File: src/rtl/ejsv32_pkg.sv
// ejsv32_pkg: shared loader FSM state and load-mode encodings.
package ejsv32_pkg;
  typedef enum logic [2:0] {IDLE, LOAD, FLUSH, TERM, PREF, DONE} loader_st_e;
  localparam logic LD_DICT = 1'b0;
  localparam logic LD_TIB = 1'b1;
endpackage

File: src/rtl/byte_packer.sv
// byte_packer: inserts one byte into a lane of a DSZ-wide pack word.
// Ports: i_data/i_be current pack word and lane enables, i_lane target lane,
//        i_byte incoming byte, i_en insert strobe; o_data/o_be updated word
//        and enables, o_full set when the top lane is being filled.
module byte_packer #(
  parameter int DSZ = 8
) (
  input  logic [DSZ-1:0]   i_data,
  input  logic [DSZ/8-1:0] i_be,
  input  logic [1:0]       i_lane,
  input  logic [7:0]       i_byte,
  input  logic             i_en,
  output logic [DSZ-1:0]   o_data,
  output logic [DSZ/8-1:0] o_be,
  output logic             o_full
);
  localparam int NB = DSZ / 8;
  logic [DSZ-1:0] w_mask;
  assign w_mask = DSZ'(8'hFF) << {i_lane, 3'b000};
  assign o_data = i_en ? (i_data & ~w_mask) | (DSZ'(i_byte) << {i_lane, 3'b000}) : i_data;
  assign o_be   = i_en ? i_be | (NB'(1) << i_lane) : i_be;
  assign o_full = i_en && (i_lane == 2'(NB - 1));
endmodule

File: src/rtl/dict_loader.sv
// dict_loader: packs a host byte stream into memory as a dictionary image or null-terminated TIB.
// Ports: i_clk, i_rst (sync, active-low); i_start/i_mode begin a load;
//        i_s_valid/i_s_data/i_s_last/o_s_ready byte stream handshake;
//        o_mem_we/o_mem_ai/o_mem_vi/o_mem_be memory write port;
//        o_ctx/o_here dictionary pointers; o_busy/o_done/o_tib_ovf status;
//        o_cksum byte checksum, built only when DICT_LOADER_CKSUM_EN is defined.
module dict_loader
  import ejsv32_pkg::*;
#(
  parameter int          DSZ   = 8,
  parameter int          ASZ   = 17,
  parameter int unsigned DICT  = 'h0,
  parameter int unsigned TIB   = 'h0,
  parameter int unsigned TIBSZ = 256
) (
  input  logic             i_clk,
  input  logic             i_rst,
  input  logic             i_start,
  input  logic             i_mode,
  input  logic             i_s_valid,
  input  logic [7:0]       i_s_data,
  input  logic             i_s_last,
  output logic             o_s_ready,
  output logic             o_mem_we,
  output logic [ASZ-1:0]   o_mem_ai,
  output logic [DSZ-1:0]   o_mem_vi,
  output logic [DSZ/8-1:0] o_mem_be,
  output logic [ASZ-1:0]   o_ctx,
  output logic [ASZ-1:0]   o_here,
  output logic             o_busy,
  output logic             o_done,
  output logic             o_tib_ovf,
  output logic [15:0]      o_cksum
);
  localparam int NB = DSZ / 8;
  localparam logic [ASZ-1:0] DICT_A  = ASZ'(DICT);
  localparam logic [ASZ-1:0] TIB_A   = ASZ'(TIB);
  localparam logic [ASZ-1:0] TIB_END = ASZ'(TIB + TIBSZ - 1);
  localparam logic [ASZ-1:0] LANE_M  = ASZ'(NB - 1);
  loader_st_e r_st;
  logic r_mode, r_s_ready, r_mem_we, r_busy, r_done, r_tib_ovf;
  logic [ASZ-1:0] r_bp, r_mem_ai, r_ctx, r_here;
  logic [DSZ-1:0] r_pd, r_mem_vi;
  logic [NB-1:0] r_pbe, r_mem_be;
  logic w_acc, w_drop, w_keep, w_full, w_wr;
  logic [1:0] w_lane;
  logic [ASZ-1:0] w_word;
  logic [DSZ-1:0] w_pd;
  logic [NB-1:0] w_pbe;
  assign w_acc  = r_s_ready && i_s_valid;
  // The last TIB slot is reserved for the null, so bytes landing there are dropped.
  assign w_drop = (r_mode == LD_TIB) && (r_bp == TIB_END);
  assign w_keep = w_acc && !w_drop;
  assign w_lane = 2'(r_bp & LANE_M);
  assign w_word = r_bp & ~LANE_M;
  // A non-empty pack always shares bp's word, so w_word addresses the flush too.
  assign w_wr   = w_full || (i_s_last && |w_pbe);
  byte_packer #(.DSZ(DSZ)) u_packer (
    .i_data(r_pd),
    .i_be  (r_pbe),
    .i_lane(w_lane),
    .i_byte(i_s_data),
    .i_en  (w_keep),
    .o_data(w_pd),
    .o_be  (w_pbe),
    .o_full(w_full)
  );
  always_ff @(posedge i_clk) begin
    if (!i_rst) begin
      r_st      <= IDLE;
      r_mode    <= LD_DICT;
      r_bp      <= '0;
      r_pd      <= '0;
      r_pbe     <= '0;
      r_s_ready <= 1'b0;
      r_mem_we  <= 1'b0;
      r_mem_ai  <= '0;
      r_mem_vi  <= '0;
      r_mem_be  <= '0;
      r_ctx     <= '0;
      r_here    <= '0;
      r_busy    <= 1'b0;
      r_done    <= 1'b0;
      r_tib_ovf <= 1'b0;
    end else begin
      r_mem_we <= 1'b0;
      r_done   <= 1'b0;
      unique case (r_st)
        IDLE: if (i_start) begin
          r_st      <= LOAD;
          r_mode    <= i_mode;
          r_bp      <= i_mode ? TIB_A : DICT_A;
          r_pd      <= '0;
          r_pbe     <= '0;
          r_tib_ovf <= 1'b0;
          r_s_ready <= 1'b1;
          r_busy    <= 1'b1;
        end
        LOAD: if (w_acc) begin
          r_pd  <= w_wr ? '0 : w_pd;
          r_pbe <= w_wr ? '0 : w_pbe;
          if (w_keep) r_bp <= r_bp + ASZ'(1);
          if (w_drop) r_tib_ovf <= 1'b1;
          if (w_wr) begin
            r_mem_we <= 1'b1;
            r_mem_ai <= w_word;
            r_mem_vi <= w_pd;
            r_mem_be <= w_pbe;
          end
          if (i_s_last) begin
            r_st      <= FLUSH;
            r_s_ready <= 1'b0;
          end
        end
        FLUSH: if (r_mode == LD_TIB) r_st <= TERM;
        else begin
          r_ctx  <= r_bp;
          r_here <= r_bp;
          r_st   <= DONE;
        end
        TERM: begin
          r_mem_we <= 1'b1;
          r_mem_ai <= w_word;
          r_mem_vi <= '0;
          r_mem_be <= NB'(1) << w_lane;
          r_st     <= PREF;
        end
        PREF: begin
          r_mem_ai <= TIB_A;
          r_mem_be <= '0;
          r_st     <= DONE;
        end
        DONE: begin
          r_done <= 1'b1;
          r_busy <= 1'b0;
          r_st   <= IDLE;
        end
        default: r_st <= IDLE;
      endcase
    end
  end
`ifdef DICT_LOADER_CKSUM_EN
  logic [15:0] r_cksum;
  always_ff @(posedge i_clk) begin
    if (!i_rst) r_cksum <= '0;
    else if (r_st == IDLE && i_start) r_cksum <= '0;
    else if (w_acc) r_cksum <= r_cksum + 16'(i_s_data);
  end
  assign o_cksum = r_cksum;
`else
  assign o_cksum = '0;
`endif
  assign o_s_ready = r_s_ready;
  assign o_mem_we  = r_mem_we;
  assign o_mem_ai  = r_mem_ai;
  assign o_mem_vi  = r_mem_vi;
  assign o_mem_be  = r_mem_be;
  assign o_ctx     = r_ctx;
  assign o_here    = r_here;
  assign o_busy    = r_busy;
  assign o_done    = r_done;
  assign o_tib_ovf = r_tib_ovf;
endmodule

File: config.mk
export PLATFORM = sky130hd
export DESIGN_NAME = dict_loader
export DESIGN_NICKNAME = d
export VERILOG_FILES = /design/src/rtl/ejsv32_pkg.sv /design/src/rtl/byte_packer.sv /design/src/rtl/dict_loader.sv
export SDC_FILE = /design/constraint.sdc
export NUM_CORES = 1
export LEC_CHECK = 0
export ABC_AREA = 1
export BUFFER_PORTS_ARGS = -buffer_cell sky130_fd_sc_hd__buf_2
export CAP_MARGIN = 20
export CORE_ASPECT_RATIO = 0.8
export CORE_UTILIZATION = 50
export CTS_CLUSTER_DIAMETER = 150
export DETAILED_ROUTE_END_ITERATION = 7
export GPL_TIMING_DRIVEN = 0
export PLACE_DENSITY = 0.76
export SKIP_CTS_REPAIR_TIMING = 1
export SYNTH_ARGS = -nofsm -noshare
export SYNTH_HDL_FRONTEND = slang
export SYNTH_SLANG_ARGS = --single-unit
File: constraint.sdc
create_clock -name i_clk -period 2 [get_ports i_clk]
set_input_delay 0.3 -clock i_clk [delete_from_list [all_inputs] [get_ports i_clk]]
set_output_delay 0.3 -clock i_clk [all_outputs]
set_load 0.02 [all_outputs]
==> results.json <==
{
  "clockBufferDepth": 2,
  "synth.top_cells.by_area": "dfxtp_1 (43%), nand2_1 (14%), a21oi_1 (7.4%)",
  "skew_ps": 9.43,
  "syn_inst": 499,
  "comb_power_share_pct": 15.7,
  "synth_edf_count": 0,
  "postSynthAreaPerCell_um2": 7.35,
  "gr-usage-met3_pct": 4.90,
  "placed_area_um2": 4220,
  "synth-simple-area-share_pct": 29.9,
  "synth_ff_type": "dfxtp_1",
  "clkSlewWorstSetupHoldPaths_ps": 80,
  "ys_types": 33,
  "n_fill_cell": 645,
  "clock_latency_ps": 360,
  "final-setup-viol-count": 0,
  "rows": 27,
  "swShare_pct": 28.7,
  "synth_largest_area_cell": "dfxtp_1",
  "vias": 3590,
  "p_int_w": 0.00257,
  "io_pins": 95,
  "synthAdderAreaFrac_pct": 0.341,
  "slew_violations": 0,
  "crit_arrival_ps": 2170,
  "die_h_um": 78.6,
  "endpoint_kind": "register",
  "period_share_pct": 93.8,
  "grt_usage_pct": 25.4,
  "overflow": 0,
  "ant_nets": 0,
  "start_util_pct": 52.4,
  "switching_power_w": 0.00104,
  "globalRouteMet1Util_pct": 35.2,
  "synthMuxAreaShare_pct": 0,
  "dpl.hpwl_um": 6890,
  "area_delta_synth_final_pct": 23.1,
  "cts_buffers": 9,
  "synth_compound_area_share_pct": 13.2,
  "power.leakage_nw": 2.09,
  "synth-seq-cells": 78,
  "rsz0062_at_grt": "true",
  "n_antenna_cell": 0,
  "grt_antenna_before_repair": 0,
  "clkPwrFrac_pct": 39.1,
  "fmax_ghz": 0.533,
  "cts.sinks": 78,
  "tns_ps": 0,
  "synth_seq_area_share_pct": 42.6,
  "maxCapViolCount": 0,
  "layoutNonFillerInstCount": 699,
  "cts_max_level": 3,
  "portBuffers": 78,
  "crit_fanout": 10,
  "wl_um": 9420,
  "grt_pass1_wl_um": 15100,
  "first_global_vias": 3088,
  "grt_max_degree": 15,
  "synth_commonest_cells": "nand2_1 (137), dfxtp_1 (78), a21oi_1 (54), nor2_1 (45), buf_4 (34)",
  "synth_top_family_by_area": "simple AND/OR/NAND/NOR gates",
  "gp_congestion": 0.894,
  "synth_top_area_share_pct": 42.6,
  "synth.most_common_cell": "nand2_1",
  "synth_area_um2": 3670,
  "seqPwrFrac_pct": 45.2,
  "powerDensity_nw_per_um2": 798,
  "gr-max-usage-layer": "met2",
  "dieArea_um2": 7680,
  "ir_drop_uv": 550,
  "rr_worst_depth": 8,
  "worst_pin_slew_ps": 742,
  "drc_errors": 12,
  "die-width_um": 97.7,
  "fin_nets": 622,
  "period_minus_slack_ps": 1880,
  "required_ps": 2300,
  "hold_path.class": "in -> reg",
  "first_pass_iters": 7,
  "routedWlPerCell_um": 13.5,
  "drive_above_1_share_pct": 29.7,
  "use_met2_pct": 39.6,
  "slew_headroom_pct": 50.5,
  "crit_path_start_kind": "register",
  "violations": "design-rule violations",
  "core_um2": 6990,
  "initialDrtViolationCount": 247,
  "critPathKind": "reg -> reg",
  "status": "finished with violations",
  "hold_depth": 3,
  "finalInstanceArea_um2": 4510,
  "power_w": 0.00360,
  "synth_xor_area_share_pct": 1.19,
  "root_buffer": "clkbuf_8",
  "hold_viol": 0,
  "dp.cells": 679,
  "synth-async-reset-ratio_pct": 0,
  "cts_tree": "built",
  "vias_per_cell": 5.14,
  "yosys_warnings": 0
}
-- sequential cells by signal, indices dropped and copies added (netlist names), 3 cells and up --
name	cells
r_st	3
o_mem_ai	17
o_mem_vi	8
o_here	17
r_pd	8
r_bp	17
-- final timing paths --
| path | start | end | slack, ps |
|---|---|---|---|
| worst max-delay path | r_st[0] | r_bp[3] | 120 |
| worst min-delay path | i_mode | r_mode | 210 |
| worst max register to register | r_st[0] | r_bp[3] | 120 |
| worst min register to register | o_mem_ai[13] | o_mem_ai[13] | 460 |
-- stage by stage --
step | utilization [%] | hold slack [ps] | worst slack [ps]
3_5_place_dp | 60.4 | 451 | -96.8
4_1_cts | 63.8 | 216 | -124
3_3_place_gp | 60.4 | 448 | -14.1
2_1_floorplan | - | 445 | 288
5_1_grt | 64.6 | 239 | -13.6
6_report | 64.6 | 215 | 125
-- routing by layer --
layer,part of all wire (%),vias to the layer above
li1,-,1777
met4,1.3,0
met3,6.7,13
met1,49,1656
met2,43,144
met5,0,-
-- cell families (layout without fill, tap and decap cells) --
group / after synthesis / count (layout)
fa+ha+maj: 1 / 1
compound gates: 89 / 89
other cells: 1 / 16
simple gates: 245 / 245
xor+xnor: 5 / 5
buf+inv: 80 / 178
flops: 78 / 78
-- cells in the final DEF, fill, tap and decap left out, types with 11 or more instances in the layout --
cell / synthesis / layout
conb_1: 1 / 16
a21oi_1: 54 / 54
clkbuf_8: 0 / 11
o21ai_0: 22 / 22
dfxtp_1: 78 / 76
nand2_1: 137 / 137
nor2_1: 45 / 45
buf_2: 4 / 81
nand2_2: 14 / 14
inv_1: 25 / 25
buf_4: 34 / 38
nand3_1: 25 / 24
-- power by group through the flow --
stage	clock [W]	sequential [W]	combinational (W)
6_report	0.00141	0.00163	0.000566
5_1_grt	0.00150	0.00163	0.000611
4_1_cts	0.00142	0.00163	0.000557
3_5_place_dp	0	0.00166	0.000554
3_3_place_gp	0	0.00166	0.000548
2_1_floorplan	0	0.00169	0.000370
-- worst max-delay path: stages (launching register included) --
cell	delay [ps]
dfxtp_1	350
nor2_1	250
nand3_2	200
nand2_1	190
nand2_2	160
inv_2	130
buf_2	260
nand3_1	120
a21oi_1	150
-- cell type report --
cell class                      count  area, um2  share of cell area [%]
Inverter                           32        120                    2.66
Tap cell                           87        109                    2.41
Multi-Input combinational cell    356       1710                    38.0
Sequential cell                    78       1560                    34.6
Buffer                             48        347                    7.68
Timing Repair Buffer               82        420                    9.31
Clock inverter                      5       88.8                    1.97
Clock buffer                       11        151                    3.35
(Power assumes the default switching activity.)
